===== src/rtl/mem_pkg.sv =====
// Shared FSM state type and port count for the two-port memory arbiter.
package mem_pkg;

    localparam int N_PORTS = 2;

    typedef enum logic [1:0] {
        IDLE,
        GRANT,
        DONE
    } state_e;

endpackage


===== src/rtl/rr_pick2.sv =====
// Two-way round-robin pick: a sole requester wins, a tie goes to the port
// that was not granted most recently.
module rr_pick2
    import mem_pkg::*;
(
    input  logic [0:N_PORTS-1] req,
    input  logic               last,
    output logic               grant
);

    always_comb begin
        if (req[0] && req[1]) begin
            grant = ~last;
        end else begin
            grant = ~req[0];
        end
    end

endmodule


===== src/rtl/mem_arb.sv =====
// Two-port round-robin arbiter in front of a single-port byte-lane memory;
// one access per IDLE -> GRANT -> DONE pass, acked in DONE.
module mem_arb
    import mem_pkg::*;
#(
    parameter int SIZE       = 100,
    parameter int WIDTH      = 36,
    parameter int NBYTES     = 3,
    parameter int ADDR_WIDTH = $clog2(SIZE - 1) + 1
) (
    input  logic                  clk,
    input  logic                  reset,
    input  logic [0:N_PORTS-1]    req,
    input  logic [0:N_PORTS-1]    we,
    input  logic [0:ADDR_WIDTH-1] addr0,
    input  logic [0:ADDR_WIDTH-1] addr1,
    input  logic [0:WIDTH-1]      wdata0,
    input  logic [0:WIDTH-1]      wdata1,
    input  logic [0:NBYTES-1]     be0,
    input  logic [0:NBYTES-1]     be1,
    output logic [0:N_PORTS-1]    ack,
    output logic [0:N_PORTS-1]    err,
    output logic [0:WIDTH-1]      rdata,
    output logic                  busy,
    output logic [0:ADDR_WIDTH-1] mem_addr,
    output logic [0:WIDTH-1]      mem_din,
    output logic [0:NBYTES-1]     mem_wea,
    input  logic [0:WIDTH-1]      mem_dout
);

    localparam logic [0:ADDR_WIDTH-1] LIMIT = ADDR_WIDTH'(SIZE);

    state_e                state;
    state_e                next_state;
    logic                  last;
    logic                  pick;
    logic                  in_range;
    logic                  lat_we;
    logic [0:ADDR_WIDTH-1] lat_addr;
    logic [0:WIDTH-1]      lat_wdata;
    logic [0:NBYTES-1]     lat_be;

    rr_pick2 u_pick (
        .req  (req),
        .last (last),
        .grant(pick)
    );

    assign in_range = (lat_addr < LIMIT);
    assign mem_addr = lat_addr;
    assign mem_din  = lat_wdata;

    // NOTE: sequential state uses non-blocking assignments so every register samples pre-edge values.
    always_ff @(posedge clk) begin
        if (reset) begin
            state <= IDLE;
        end else begin
            state <= next_state;
        end
    end

    always_comb begin
        // NOTE: defaults first, so no path through the case leaves a signal unassigned (no latch).
        next_state = state;
        busy       = 1'b0;
        mem_wea    = '0;
        case (state)
            IDLE: begin
                if (|req) begin
                    next_state = GRANT;
                end
            end
            GRANT: begin
                busy       = 1'b1;
                next_state = DONE;
                // Reset in this cycle must also cancel the write landing on this edge.
                if (lat_we && in_range && !reset) begin
                    mem_wea = lat_be;
                end
            end
            DONE: begin
                busy       = 1'b1;
                next_state = IDLE;
            end
            default: next_state = IDLE;
        endcase
    end

    // NOTE: the latched request fields carry no reset; they are always loaded in IDLE before GRANT uses them.
    always_ff @(posedge clk) begin
        if (state == IDLE && |req) begin
            lat_we    <= we[pick];
            lat_addr  <= pick ? addr1 : addr0;
            lat_wdata <= pick ? wdata1 : wdata0;
            lat_be    <= pick ? be1 : be0;
        end
    end

    // last doubles as the winner of the access in flight, since it only moves on a grant.
    always_ff @(posedge clk) begin
        if (reset) begin
            last  <= 1'b1;
            ack   <= '0;
            err   <= '0;
            rdata <= '0;
        end else begin
            ack <= '0;
            err <= '0;
            if (state == IDLE && |req) begin
                last <= pick;
            end
            if (state == GRANT) begin
                ack[last] <= 1'b1;
                err[last] <= ~in_range;
                rdata     <= in_range ? mem_dout : '0;
            end
        end
    end

endmodule


===== config.mk =====
export PLATFORM = sky130hd
export DESIGN_NAME = mem_arb
export DESIGN_NICKNAME = d
export VERILOG_FILES = /design/src/rtl/mem_pkg.sv /design/src/rtl/rr_pick2.sv /design/src/rtl/mem_arb.sv
export SDC_FILE = /design/constraint.sdc
export NUM_CORES = 1
export LEC_CHECK = 0
export CORE_MARGIN = 2
export CORE_UTILIZATION = 30
export DETAILED_ROUTE_END_ITERATION = 7
export GPL_TIMING_DRIVEN = 0
export PLACE_DENSITY = 0.73
export SLEW_MARGIN = 40
export SYNTH_ARGS = -nofsm -noshare
export SYNTH_HDL_FRONTEND = slang
export SYNTH_SLANG_ARGS = --single-unit

===== constraint.sdc =====
create_clock -name clk -period 2.17 [get_ports clk]
set_input_delay 0.3255 -clock clk [delete_from_list [all_inputs] [get_ports clk]]
set_output_delay 0.3255 -clock clk [all_outputs]
set_load 0.01 [all_outputs]

==> impl_metrics.csv, run 1 <==
group,metric,value,unit
outcome,outcome,"completed",
floorplan,die_x,117,um
yosys,synth.top_cell.area_share,0.375,
yosys,syn_inst,295,
setup_path,crit_slowest_cell,"edfxtp_1",
sta,grt_setup_unrepaired,"false",
layout,design_area,6660,um2
setup_path,r2r_start,"state[1]",
layout,n_fill_cell,1103,
sta,worstMarginPinSlew,0.489,ns
layout,antenna_cells,0,
place,place_hpwl,8.43,mm
clocking,cts.reportedPaths.clkPinSlew,0.06,ns
yosys,syn-cell-area,3840,um2
setup_path,start_kind,"flip-flop",
clocking,cts_root_buffer,"clkbuf_16",
routing,viasPerCell,4.43,
sta,drv_slew,0,
setup_path,cp_num_buf_inv,2,
yosys,syn_nets,433,
hold_path,hp-class,"flip-flop to flip-flop",
floorplan,die-area,13700,um2
sta,setup_viol,0,
layout,multi_input_area,1280,um2
clocking,cts_buffers,9,
setup_path,rrSetupSlack,0.60,ns
clocking,htree_levels,3,
hold_path,hp-start,"rdata[9]",
sta,finClkSkew,0.00960,ns
power,power_density,695,nW/um2
global_routing,grt_pass1_vias,3149,
sta,max_freq,0.488,GHz
routing,routed_wirelength,10.6,mm
yosys,synth_top_area_cell,"edfxtp_1",
place,postPlaceCellArea,6320,um2
yosys,ys_types,29,
setup_path,criticalPathCategory,"flip-flop to primary output",
routing,routedWlPerCell,14.9,um
yosys,ys_seq_area_frac,0.599,
global_routing,antenna_found_initial,0,
setup_path,path_max_fanout,2,
global_routing,grt_max_degree,42,
setup_path,worst_ep_arrival_time,1.72,ns
sta,fin_tns_setup,0,ns
yosys,ys.flop_type,"edfxtp_1",
place,place.gp.congestion,0.706,
yosys,synthArstFlopShare,0,
run,maxCapViolCount,0,
layout,final_net_count,671,
clocking,insertion_delay,0.33,ns
setup_path,worst_setup_path_end_kind,"primary output",
routing,ant_nets,0,
floorplan,io_pins,224,
clocking,clk_path_buf_depth,2,
setup_path,r2r-end,"state[1]",
clocking,cts_hold_buf,0,
global_routing,overflow,0,
routing,drcViolationCount,0,
layout,drive_gt1_frac,0.162,
floorplan,dieHeight,117,um
setup_path,cpLargestDelayFamily,"flip-flops",
routing,first_pass_iters,5,
yosys,yosysMostFrequentCell,"edfxtp_1",
global_routing,grt_pass1_wl,15.5,mm
yosys,postSynthAreaPerCell,13.0,um2
floorplan,start_util,0.306,
yosys,yosys-top-cells-area,"edfxtp_1 (38%), dfxtp_1 (22%), mux2_2 (8.2%)",
yosys,ys_ff_latch,91,
layout,syn2layout_area_growth,73.2,%
power,p_leak,2.36,nW
yosys,yosys-top-cells-count,"edfxtp_1 (48), dfxtp_1 (43), inv_1 (38)",
yosys,yosys_warnings,0,
routing,drt_iter0_markers,65,
hold_path,min_to,"rdata[9]",
sta,finalCritPeriodShare,0.945,
power,irDropWorstVdd,0.000352,V
place,portBuffers,223,
clocking,cts_tree,"built",
global_routing,grtUsageTotal,0.149,
hold_path,min_delay_path_depth,2,
setup_path,cp_slowest_stage_delay,0.45,ns
setup_path,reg2regPathDepth,6,
yosys,synth_enable_flop_cells,48,
setup_path,cp_data_required_time,1.84,ns
floorplan,placementRows,41,
routing,vias,3144,
floorplan,coreArea,12600,um2
power,total_power,4.62,mW
sta,relSlewSlack,0.674,
setup_path,crit_chain,"o311ai_4, nor2b_4, buf_4, and4_1, buf_6",
sta,finalCriticalPeriod,2.05,ns
sta,hold_violations,0,
layout,register_area,2300,um2
clocking,clock_sink_count,91,
## report_power, final
group	switching (mW)	internal (mW)	total, mW
sequential	0.0629	2.01	2.07
clock	0.604	0.875	1.48
combinational	0.418	0.660	1.08
## routing by layer
metal | GRT usage | vias to the layer above | share of wire
met2 | 0.268 | 151 | 0.51
met5 | 0 | - | 0
met4 | 0.0588 | 0 | 0.014
met3 | 0.0628 | 10 | 0.11
li1 | - | 1536 | -
met1 | 0.153 | 1447 | 0.37
## tightest hold or removal path, stage by stage, from the launching register on
cell and delay, ns:
dfxtp_1 0.30, inv_1 0.04, o32ai_1 0.07
## worst max path at each step
stage | from | end | slack [ns] | cells after the start
after floorplan | state[0] | lat_be[0] | 0.06 | 3
after global placement | req[0] | mem_din[10] | -0.80 | 2
after detailed placement | reset | mem_wea[0] | -0.40 | 5
after CTS | mem_addr[4] | mem_wea[0] | 0.06 | 5
after global routing | mem_addr[5] | mem_wea[2] | 0.00003 | 5
final | mem_addr[5] | mem_wea[0] | 0.12 | 5
## cell usage in the layout, fill, tap and decap left out, types with 6 or more instances in the layout
cell type and n:
nand2_1 36, clkbuf_1 10, dfxtp_1 43, o32ai_1 36, clkdlybuf4s50_1 220, mux2_2 28, edfxtp_1 48, mux2_4 20
inv_1 38, clkbuf_16 10, buf_6 6
## layout make-up
| class | count | share of cell area |
|---|---|---|
| Timing Repair Buffer | 227 | 0.340 |
| Clock buffer | 14 | 0.0414 |
| Buffer | 21 | 0.0241 |
| Sequential cell | 91 | 0.346 |
| Inverter | 39 | 0.0220 |
| Tap cell | 172 | 0.0323 |
| Multi-Input combinational cell | 144 | 0.192 |
| Clock inverter | 2 | 0.00150 |
## timing repair
item                                    CTS  global route
setup buffers                             2             1
pin swaps                                 1             2
endpoints found under the setup margin    3             3
gates cloned                              0             0
gates resized for setup                  19             3
## per-stage QoR
stage               setup slack [ns]   util  hold slack, ns  std cells
floorplan                     0.0609      -           0.456        295
global placement              -0.799  0.500           0.459        690
detailed placement            -0.405  0.503           0.465        691
CTS                           0.0562  0.528           0.475        709
global route               0.0000251  0.530           0.486        710
finish                         0.120  0.530           0.473        710
## flip-flops by register name (all words and copies together), names as in the netlist
register / count
rdata: 36
lat_be: 3
err: 2
last: 1
ack: 2
mem_addr: 8
mem_din: 36
state: 2
lat_we: 1
## kinds of logic (layout without fill, tap and decap cells)
logic type	after synthesis	in the layout	share of synthesized area
DFF	91	91	0.599
buffers and inverters	60	303	0.0782
and+or+nand+nor	52	52	0.0619
adders and majority gates	2	2	0.00651
AOI/OAI and AO/OA	41	41	0.0915
muxes	49	49	0.163
Note: power is estimated with default switching activity, not from simulation.
==> run 2, diff against run 1 <==
Settings changed: CORE_MARGIN 2 to not set, CTS_BUF_LIST set to sky130_fd_sc_hd__clkbuf_16, CTS_CLUSTER_SIZE set to 10.
==> run 2 against run 1 <==
Against the previous run:
- combinational power hardly changed
- count of clock-buffer cells in the layout is 5 lower
- worst setup slack worse by 0.010 ns
- sequential power hardly changed
- first-iteration DRC count is 52% higher
- global-route usage is 0.92 points higher
- clock power is 8% lower
- register-to-register slack better by 0.02 ns
- largest cell class unchanged
- die area is 3.4% lower
- fmax is 0.51% lower
- wire length is 1.1% lower
==> impl_metrics.csv, run 2 (same netlist as run 1, synthesis figures left out) <==
group,metric,value,unit
setup_path,cp_data_required_time,1.84,ns
place,place_hpwl,8.25,mm
setup_path,cpLargestDelayFamily,"flip-flops",
setup_path,crit_chain,"o311ai_2, nor2b_4, buf_4, and4_1, buf_2",
layout,design_area,6600,um2
global_routing,overflow,0,
floorplan,io_pins,224,
floorplan,placementRows,40,
setup_path,critPathLaunch,"mem_addr[4]",
routing,viasPerCell,4.45,
setup_path,reg2regPathDepth,6,
clocking,cts_root_buffer,"clkbuf_16",
sta,setup_viol,0,
hold_path,min_delay_path_depth,2,
layout,utilization,0.538,
sta,worstMarginPinSlew,0.459,ns
clocking,clock_sink_count,91,
power,power_density,682,nW/um2
setup_path,start_kind,"flip-flop",
layout,final_net_count,670,
global_routing,grt_pass1_wl,15.8,mm
setup_path,r2r-end,"state[1]",
setup_path,criticalPathCategory,"flip-flop to primary output",
power,p_leak,2.35,nW
power,irDropWorstVdd,0.000275,V
place,postPlaceCellArea,6310,um2
routing,routedWlPerCell,14.9,um
layout,drive_gt1_frac,0.156,
layout,n_fill_cell,1079,
setup_path,cp.depth,5,
clocking,insertion_delay,0.33,ns
routing,drt_iter0_markers,99,
setup_path,r2r_start,"state[1]",
sta,hold_violations,0,
routing,first_pass_iters,4,
place,dp_cells,687,
floorplan,die-area,13300,um2
floorplan,dieHeight,115,um
sta,finClkSkew,0.00770,ns
sta,finalCriticalPeriod,2.06,ns
run,maxCapViolCount,0,
layout,mostFrequentLayoutCells,"clkdlybuf4s50_1 (220), edfxtp_1 (48), dfxtp_1 (43)",
setup_path,crit_slowest_cell,"edfxtp_1",
sta,drv_slew,0,
clocking,cts_tree,"built",
layout,final_cells,705,
hold_path,hp-class,"flip-flop to flip-flop",
sta,max_freq,0.485,GHz
setup_path,rrSetupSlack,0.62,ns
layout,final_common_cell,"clkdlybuf4s50_1",
layout,antenna_cells,0,
setup_path,worst_setup_path_end_kind,"primary output",
clocking,clk_path_buf_depth,2,
sta,finalCritPeriodShare,0.950,
place,portBuffers,223,
setup_path,cp-endpoint,"mem_wea[1]",
power,total_power,4.50,mW
floorplan,die_x,115,um
global_routing,antenna_found_initial,0,
sta,relSlewSlack,0.694,
clocking,cts.reportedPaths.clkPinSlew,0.06,ns
place,place.gp.congestion,0.776,
layout,syn2layout_area_growth,71.7,%
setup_path,cp_num_buf_inv,2,
routing,drcViolationCount,0,
sta,grt_setup_unrepaired,"false",
floorplan,coreArea,12300,um2
setup_path,cp_slowest_stage_delay,0.41,ns
clocking,cts_buffers,9,
clocking,htree_levels,3,
routing,routed_wirelength,10.5,mm
global_routing,grtUsageTotal,0.158,
global_routing,grt_pass1_vias,3317,
outcome,outcome,"completed",
global_routing,grt_max_degree,42,
setup_path,worst_ep_arrival_time,1.74,ns
setup_path,path_max_fanout,3,
floorplan,start_util,0.313,
routing,vias,3134,
routing,ant_nets,0,
run 2: changes by cell type in the layout (fill, tap and decap cells not counted), sizes merged:
cell,delta
buf,-2
clkbuf,-4
inv,+5
run 2: metrics by stage:
| stage | setup WS [ns] | hold slack [ns] | setup TNS, ns |
|---|---|---|---|
| after CTS | 0.0150 | 0.473 | 0 |
| after global placement | -0.796 | 0.460 | -39.05 |
| after floorplan | 0.0609 | 0.456 | 0 |
| after global routing | 0.0278 | 0.490 | 0 |
| final | 0.109 | 0.471 | 0 |
| after detailed placement | -0.337 | 0.463 | -0.961 |
run 2: power breakdown:
| part | switching [mW] | total, mW | internal (mW) | leakage (nW) |
|---|---|---|---|---|
| Sequential | 0.0597 | 2.06 | 2.01 | 0.818 |
| Clock | 0.609 | 1.36 | 0.754 | 0.142 |
| Combinational | 0.417 | 1.07 | 0.655 | 1.39 |
run 2: per-layer routing:
metal  wire, um  vias to the layer above  global-route usage
met5          0                        -                   0
met4        189                        0              0.0667
met3       1160                       15              0.0659
met2       5200                      157               0.286
met1       3910                     1433               0.160
li1           -                     1529                   -
run 2: timing repair:
action | in CTS | in global routing
buffers inserted | 2 | 0
pin swaps | 1 | 0
resized for setup | 17 | 1
hold buffers | 0 | 0
setup endpoints to repair | 3 | 1
run 2: how the worst min path moves through the flow:
stage                      endpoint  slack (ns)      start
after floorplan              ack[0]        0.46       last
after global placement    rdata[13]        0.46  rdata[13]
after detailed placement  rdata[28]        0.46  rdata[28]
after CTS                 rdata[28]        0.47  rdata[28]
after global routing       rdata[9]        0.49   rdata[9]
final                     rdata[25]        0.47  rdata[25]
run 2: final cells by class:
cell class | instances | area (um2) | area share
buffer | 21 | 160 | 0.0243
clock buffer | 9 | 225 | 0.0341
clock inverter | 7 | 30.0 | 0.00455
inverter | 39 | 146 | 0.0222
multi-input combinational | 144 | 1270 | 0.193
sequential | 91 | 2300 | 0.349
tap | 168 | 210 | 0.0319
timing repair buffer | 226 | 2250 | 0.341
run 2: worst min-delay path, delay by kind of cell, from the launching register on:
kind            cells  cell delay, ns
compound gates      1            0.07
buf+inv             1            0.05
flops               1            0.31
==> run 3, diff against run 2 <==
Settings changed: PLACE_DENSITY 0.73 to 0.76.
==> run 3 against run 2 <==
Against the previous run:
- register-to-register slack got worse by 0.02 ns
- cell area increased by 0.93%
- worst setup slack got worse by 0.0036 ns
- wire length decreased by 0.45%
- core utilization increased by 0.50 points
- clock skew decreased by 0.0020 ns
- hold slack improved by 0.00098 ns
- global-route usage increased by 0.19 points
- count of clock-buffer cells in the layout unchanged
- final cell count decreased by 0.28%
- sequential cell count unchanged
- largest power group unchanged
- highest routed layer unchanged
==> impl_metrics.csv, run 3 (same netlist as run 1, synthesis figures left out) <==
group,metric,value,unit
place,place_hpwl,8.20,mm
layout,final_common_cell,"clkdlybuf4s50_1",
setup_path,cp_data_required_time,1.84,ns
global_routing,grt_pass1_wl,15.8,mm
sta,grt_setup_unrepaired,"false",
setup_path,worst_ep_arrival_time,1.74,ns
layout,syn2layout_area_growth,73.3,%
routing,routed_wirelength,10.4,mm
sta,max_freq,0.484,GHz
global_routing,grt_max_degree,39,
clocking,clk_path_buf_depth,2,
power,switching_share,0.229,
routing,first_pass_iters,4,
routing,routedWlPerCell,14.8,um
global_routing,overflow,0,
power,internal-power,3.65,mW
outcome,outcome,"completed",
power,comb_power_share,0.227,
routing,viasPerCell,4.49,
sta,finalCritPeriodShare,0.951,
floorplan,io_pins,224,
power,clkPwrFrac,0.336,
floorplan,die-area,13300,um2
clocking,cts.reportedPaths.clkPinSlew,0.06,ns
place,place.gp.congestion,0.709,
clocking,htree_levels,3,
layout,mostFrequentLayoutCells,"clkdlybuf4s50_1 (220), edfxtp_1 (48), dfxtp_1 (43)",
global_routing,grt_pass1_vias,3272,
global_routing,grtUsageTotal,0.160,
sta,fin_tns_setup,0,ns
place,portBuffers,223,
global_routing,antenna_found_initial,0,
power,irDropWorstVdd,0.000323,V
setup_path,start_kind,"flip-flop",
routing,vias,3157,
clocking,clock_sink_count,91,
routing,drcViolationCount,0,
clocking,cts_buffers,9,
sta,worstMarginPinSlew,0.488,ns
layout,antenna_cells,0,
sta,relSlewSlack,0.675,
power,p_sw,1.08,mW
power,pwr-share-seq,0.437,
sta,finalCriticalPeriod,2.06,ns
sta,finClkSkew,0.00567,ns
sta,whs,0.472,ns
clocking,insertion_delay,0.34,ns
setup_path,criticalPathCategory,"flip-flop to primary output",
floorplan,dieHeight,115,um
layout,final_net_count,670,
sta,drv_slew,0,
layout,n_fill_cell,1055,
setup_path,worst_setup_path_end_kind,"primary output",
run,maxCapViolCount,0,
layout,drive_gt1_frac,0.155,
routing,drt_iter0_markers,54,
hold_path,hp-class,"flip-flop to flip-flop",
power,power_density,710,nW/um2
floorplan,coreArea,12300,um2
setup_path,path_max_fanout,3,
floorplan,start_util,0.313,
floorplan,placementRows,40,
power,p_leak,2.36,nW
routing,ant_nets,0,
sta,hold_violations,0,
sta,setup_viol,0,
floorplan,die_x,115,um
clocking,cts_root_buffer,"clkbuf_16",
clocking,cts_tree,"built",
run 3: cell count changes in the layout (fill, tap and decap cells not counted), sizes merged:
| cell | before | now |
|---|---|---|
| clkinvlp | 0 | 1 |
| bufinv | 0 | 2 |
| inv | 44 | 41 |
| dlygate4sd2 | 0 | 1 |
| clkbuf | 17 | 16 |
| clkdlybuf4s15 | 0 | 1 |
| clkinv | 2 | 0 |
| buf | 19 | 18 |
run 3: cell type report:
type                            count  area, um2  share of cell area
Clock inverter                      5       72.6              0.0109
Tap cell                          168        210              0.0316
Timing Repair Buffer              226       2260               0.340
Clock buffer                        9        225              0.0338
Inverter                           39        146              0.0220
Multi-Input combinational cell    144       1280               0.192
Sequential cell                    91       2300               0.346
Buffer                             21        160              0.0241
run 3: per-layer routing:
| metal | vias to the layer above | wire length [um] | global-route usage |
|---|---|---|---|
| met3 | 18 | 1240 | 0.0733 |
| met1 | 1449 | 3730 | 0.160 |
| met2 | 159 | 5240 | 0.285 |
| met5 | - | 0 | 0 |
| li1 | 1531 | - | - |
| met4 | 0 | 211 | 0.0727 |
run 3: through the flow:
step | util | setup WS (ns) | cell area [um2] | std cells | power [mW]
floorplan | - | 0.0609 | 3840 | 295 | 2.53
global placement | 0.513 | -0.800 | 6280 | 686 | 3.13
detailed placement | 0.515 | -0.257 | 6310 | 687 | 3.17
CTS | 0.542 | 0.0486 | 6650 | 703 | 4.78
global route | 0.543 | 0.00169 | 6660 | 703 | 4.92
finish | 0.543 | 0.106 | 6660 | 703 | 4.73
run 3: power groups by stage:
stage / combinational [mW] / sequential [mW] / clock [mW]
6_report: 1.07 / 2.07 / 1.59
5_1_grt: 1.15 / 2.08 / 1.68
4_1_cts: 1.09 / 2.07 / 1.62
3_5_place_dp: 1.07 / 2.10 / 0
3_3_place_gp: 1.03 / 2.10 / 0
2_1_floorplan: 0.359 / 2.17 / 0
run 3: critical path, stage by stage, from the launching register on:
cell	delay [ns]
edfxtp_1	0.42
o311ai_4	0.31
nor2b_4	0.20
and4_1	0.18
dlygate4sd2_1	0.29
run 3: timing repair:
item / CTS / global route
setup endpoints to repair: 3 / 2
hold buffers: 0 / 0
pin swaps: 1 / 0
setup buffers: 2 / 0
gates resized for setup: 13 / 2
endpoints found under the hold margin: 0 / 0
run 3: worst paths after layout:
kind         slack (ns)        start  depth (start not counted)          to
max                0.11  mem_addr[4]                          4  mem_wea[1]
max reg2reg        0.60         last                          4   lat_be[1]
min                0.47    rdata[16]                          2   rdata[16]
min reg2reg        0.47    rdata[16]                          2   rdata[16]
==> patch 1: new RTL, settings of run 3 <==
Set the parameter `SIZE` to 200 (it was 100).
--- a/src/rtl/mem_arb.sv
+++ b/src/rtl/mem_arb.sv
@@ -5,3 +5,3 @@
 #(
-    parameter int SIZE       = 100,
+    parameter int SIZE       = 200,
     parameter int WIDTH      = 36,
Interface: changed (resized addr0, addr1 and mem_addr); port bits go from 224 to 227. The function was not compared with the original's and may differ.
==> patch 1 against run 3 <==
Synthesized area hardly changed; register-to-register slack worse by 0.03 ns; final cell count rose by 1.3%; via count is 0.73% higher; utilization decreased by 0.061 points; sequential cell count rose by 1; worst setup slack better by 0.0047 ns; clock power is 12% lower; non-clock buffer count is 5 higher; design area down 0.11%; wire length is 2.0% higher; synthesized cell count is 0.68% higher; total power shrank 3.5%; largest cell class unchanged; largest power group unchanged; highest routed layer unchanged.
==> patch 1: results (changes against run 3) <==
Parameter                              Value

Global routing
  Vias in the first global route ... 3403 (was 3272)
  Wire length of the first global-routing pass ... 16.5 mm (was 15.8 mm)
  Fraction of met3 tracks used by global routing ... 6.69% (was 7.33%)
  Largest net degree at the start of global routing ... 30 (was 39)
  Grt total ovfl ... 0 (unchanged)
  Met1 routing resource usage after global routing ... 17.0% (was 16.0%)
  All-layer global routing usage ... 16.6% (was 16.0%)
  Met2 Resource Use GR ... 29.9% (was 28.5%)

Power and ir drop
  Leakage power total ... 2.33 nW (was 2.36 nW)
  Total power ... 0.00456 W (was 0.00473 W)
  IR drop worst, VDD ... 311 µV (was 323 µV)

Timing
  Final setup viols ... 0 (unchanged)

CTS
  Number of setup buffers added after CTS ... 3 (was 2)
  Clock latency on the worst-skew pair ... 0.34 ns (about the same)
  Resized Gates After CTS ... 15 (was 13)

Layout
  Number of nets at the end of the flow ... 679 (was 670)
  Share of post-route cells with drive strength above 1 ... 16.4% (was 15.5%)

Drt
  Number of DRC markers after the initial detailed-route iteration ... 110 (was 54)
  DR vias/cell ... 4.47 (was 4.49)
  Count of vias placed by the detailed router ... 3180 (was 3157)
  Total detailed-routing wirelength ... 10.6 mm (was 10.4 mm)

Logic synthesis
  Arithmetic-cell share of the synthesized area counting full adders, half adders and majority gates ... 0.651% (about the same)
  Multiplexer fraction of the synthesized cell area ... 15.6% (was 16.3%)
  Number of enable flip-flop cells after synthesis ... 49 (was 48)
  Post-synthesis net count ... 437 (was 433)
  Compound-gate portion of the synthesized area ... 9.35% (was 9.15%)
  Mean instance size in the synthesized netlist ... 12.9 µm² (was 13.0 µm²)
  Top cells by area in the synthesized netlist ... edfxtp_1, dfxtp_1, mux2_2 (unchanged)
  Top cell types by occurrence after synthesis ... edfxtp_1, dfxtp_1, mux2_2, inv_1 (was edfxtp_1, dfxtp_1, inv_1, nand2_1, o32ai_1)

Worst setup path
  Source of the critical timing path ... state[1] (was mem_addr[4])
  Crit path max fanout ... 10 (was 3)

Run status
  Result of the run ... finished clean (unchanged)

Placed design
  Placer congestion estimate ... 0.776 (was 0.709)
  Post-placement cell count ... 692 (was 687)

Worst hold path
  Startpoint of the worst hold path ... rdata[5] (was rdata[16])
[patch 1: cell types whose count changed after synthesis]
cell	delta
edfxtp_1	+1
o21ai_2	-1
buf_4	+1
buf_12	-1
o21ai_4	+1
mux2_2	+11
mux2_4	-10
[patch 1: final cells by class]
type	instances	area, µm²
sequential	92	2330
timing repair buffer	231	2300
clock inverter	7	35.0
tap	168	210
multi-input combinational	145	1250
fill	1067	5610
inverter	39	146
clock buffer	9	225
buffer	21	148
[patch 1: through the flow]
| stage | area [µm²] | hold slack (ns) | setup slack [ns] |
|---|---|---|---|
| floorplan | 3840 | 0.464 | 0.0379 |
| global placement | 6310 | 0.458 | -0.870 |
| detailed placement | 6340 | 0.463 | -0.337 |
| CTS | 6650 | 0.473 | -0.00701 |
| global route | 6650 | 0.483 | 0.0114 |
| finish | 6650 | 0.471 | 0.110 |
[patch 1: worst paths after layout]
kind                              endpoint  slack [ns]  cells after the start
worst max-delay path            mem_wea[2]        0.11                      6
worst min-delay path              rdata[5]        0.47                      2
worst max register to register  mem_din[8]        0.57                      4
worst min register to register    rdata[5]        0.47                      2
[patch 1: power breakdown]
group | internal [W] | total, W | switching [W]
Clock | 0.000759 | 0.00140 | 0.000640
Sequential | 0.00203 | 0.00209 | 0.0000590
Combinational | 0.000656 | 0.00108 | 0.000420
[patch 1: per-layer routing]
layer	vias to the layer above	share of wire (%)	wire, µm
met1	1465	38	4090
met4	0	1.4	144
li1	1556	-	-
met5	-	0	0
met2	148	50	5290
met3	11	10	1110
[patch 1: critical path: stages, from the launching register on]
cell	delay (ns)
dfxtp_1	0.31
inv_1	0.08
ha_1	0.20
nor2b_4	0.20
buf_6	0.17
and4_1	0.19
clkdlybuf4s15_1	0.25
==> patch 2: new RTL, config.mk and constraints of run 3 <==
Made on the original files. Put one more register stage on the output `err`, without a reset. The value now appears one clock later. The other outputs are not delayed to match.
--- a/src/rtl/mem_arb.sv
+++ b/src/rtl/mem_arb.sv
@@ -31,2 +31,4 @@
     localparam logic [0:ADDR_WIDTH-1] LIMIT = ADDR_WIDTH'(SIZE);
+
+    logic [0:N_PORTS-1] err_s0;
 
@@ -103,3 +105,3 @@
             ack   <= '0;
-            err   <= '0;
+            err_s0 <= '0;
             rdata <= '0;
@@ -107,3 +109,3 @@
             ack <= '0;
-            err <= '0;
+            err_s0 <= '0;
             if (state == IDLE && |req) begin
@@ -113,3 +115,3 @@
                 ack[last] <= 1'b1;
-                err[last] <= ~in_range;
+                err_s0[last] <= ~in_range;
                 rdata     <= in_range ? mem_dout : '0;
@@ -119,2 +121,6 @@
 
+    always_ff @(posedge clk) begin
+        err <= err_s0;
+    end
+
 endmodule
Formal check against the unedited RTL: not equivalent (Yosys sat finds a counterexample within 4 cycles, from zero or initial values and one cycle with reset high).
==> patch 2 against run 3 <==
Synthesized area grew 1.0%; design area grew 0.60%; worst setup slack lost 0.0073 ns; sequential share of layout area grew 0.39 points; sequential cell count grew 2; wire length shrank 0.12%; largest cell class unchanged; total power shrank 1.3%; hold slack lost 0.14 ns; non-clock buffer count grew 2.
==> patch 2: results (changes against run 3) <==
Parameter                              Value

Run status
  Result of the run ... finished clean (unchanged)

Global routing
  Largest net degree at the start of global routing ... 43 (was 39)
  Vias in the first global route ... 3187 (was 3272)
  All-layer global routing usage ... 15.6% (was 16.0%)

Worst hold path
  Startpoint of the worst hold path ... err_s0[0] (was rdata[16])
  Number of cells on the worst hold path ... 0 (was 2)

Logic synthesis
  Top cells by area in the synthesized netlist ... edfxtp_1, dfxtp_1, mux2_2 (unchanged)
  Post-synthesis net count ... 435 (was 433)
  Multiplexer fraction of the synthesized cell area ... 16.1% (was 16.3%)
  Number of instances in the synthesized netlist ... 297 (was 295)
  Arithmetic-cell share of the synthesized area counting full adders, half adders and majority gates ... 0.645% (was 0.651%)
  Fraction of the yosys area taken by sequential cells ... 60.3% (was 59.9%)

Timing
  Worst clock skew on the final layout ... 0.00646 ns (was 0.00567 ns)
  Fin Hold WS ... 0.332 ns (was 0.472 ns)
  Final cycle utilization of the critical path ... 95.5% (was 95.1%)

Placed design
  Post-place instance area ... 6360 µm² (was 6310 µm²)
  Placer congestion estimate ... 0.715 (was 0.709)
  Worst setup slack before clock tree synthesis ... -0.319 ns (was -0.257 ns)

Power and ir drop
  Leakage power total ... 2.37 nW (was 2.36 nW)
  Sw Ratio ... 24.1% (was 22.9%)
  Sequential share of power ... 45.1% (was 43.7%)

Drt
  Number of DRC markers after the initial detailed-route iteration ... 123 (was 54)
  Count of vias placed by the detailed router ... 3119 (was 3157)

CTS
  Number of setup buffers added after CTS ... 3 (was 2)

Layout
  Number of nets at the end of the flow ... 674 (was 670)

Worst setup path
  Source of the critical timing path ... mem_addr[5] (was mem_addr[4])
patch 2: changes by cell type in the layout (fill, tap and decap cells not counted), sizes merged:
| cell | run 3 | this run |
|---|---|---|
| buf | 18 | 21 |
| clkinv | 0 | 3 |
| bufinv | 2 | 0 |
| clkbuf | 16 | 18 |
| dfxtp | 43 | 45 |
| clkdlybuf4s15 | 1 | 0 |
| dlygate4sd2 | 1 | 0 |
patch 2: layout make-up:
cell class | instances | area (µm²)
fillers | 1123 | 5920
flip-flops and latches | 93 | 2340
repair buffers | 228 | 2280
multi-input cells | 144 | 1270
clock buffers | 10 | 250
well taps | 172 | 215
plain buffers | 21 | 160
inverters | 39 | 146
clock inverters | 6 | 36.3
patch 2: routing by layer:
| layer | vias up | global-route usage, % | part of all wire (%) |
|---|---|---|---|
| li1 | 1542 | - | - |
| met1 | 1418 | 15.6 | 37 |
| met2 | 145 | 28.5 | 51 |
| met3 | 14 | 6.38 | 10 |
| met4 | 0 | 6.58 | 1.8 |
| met5 | - | 0 | 0 |
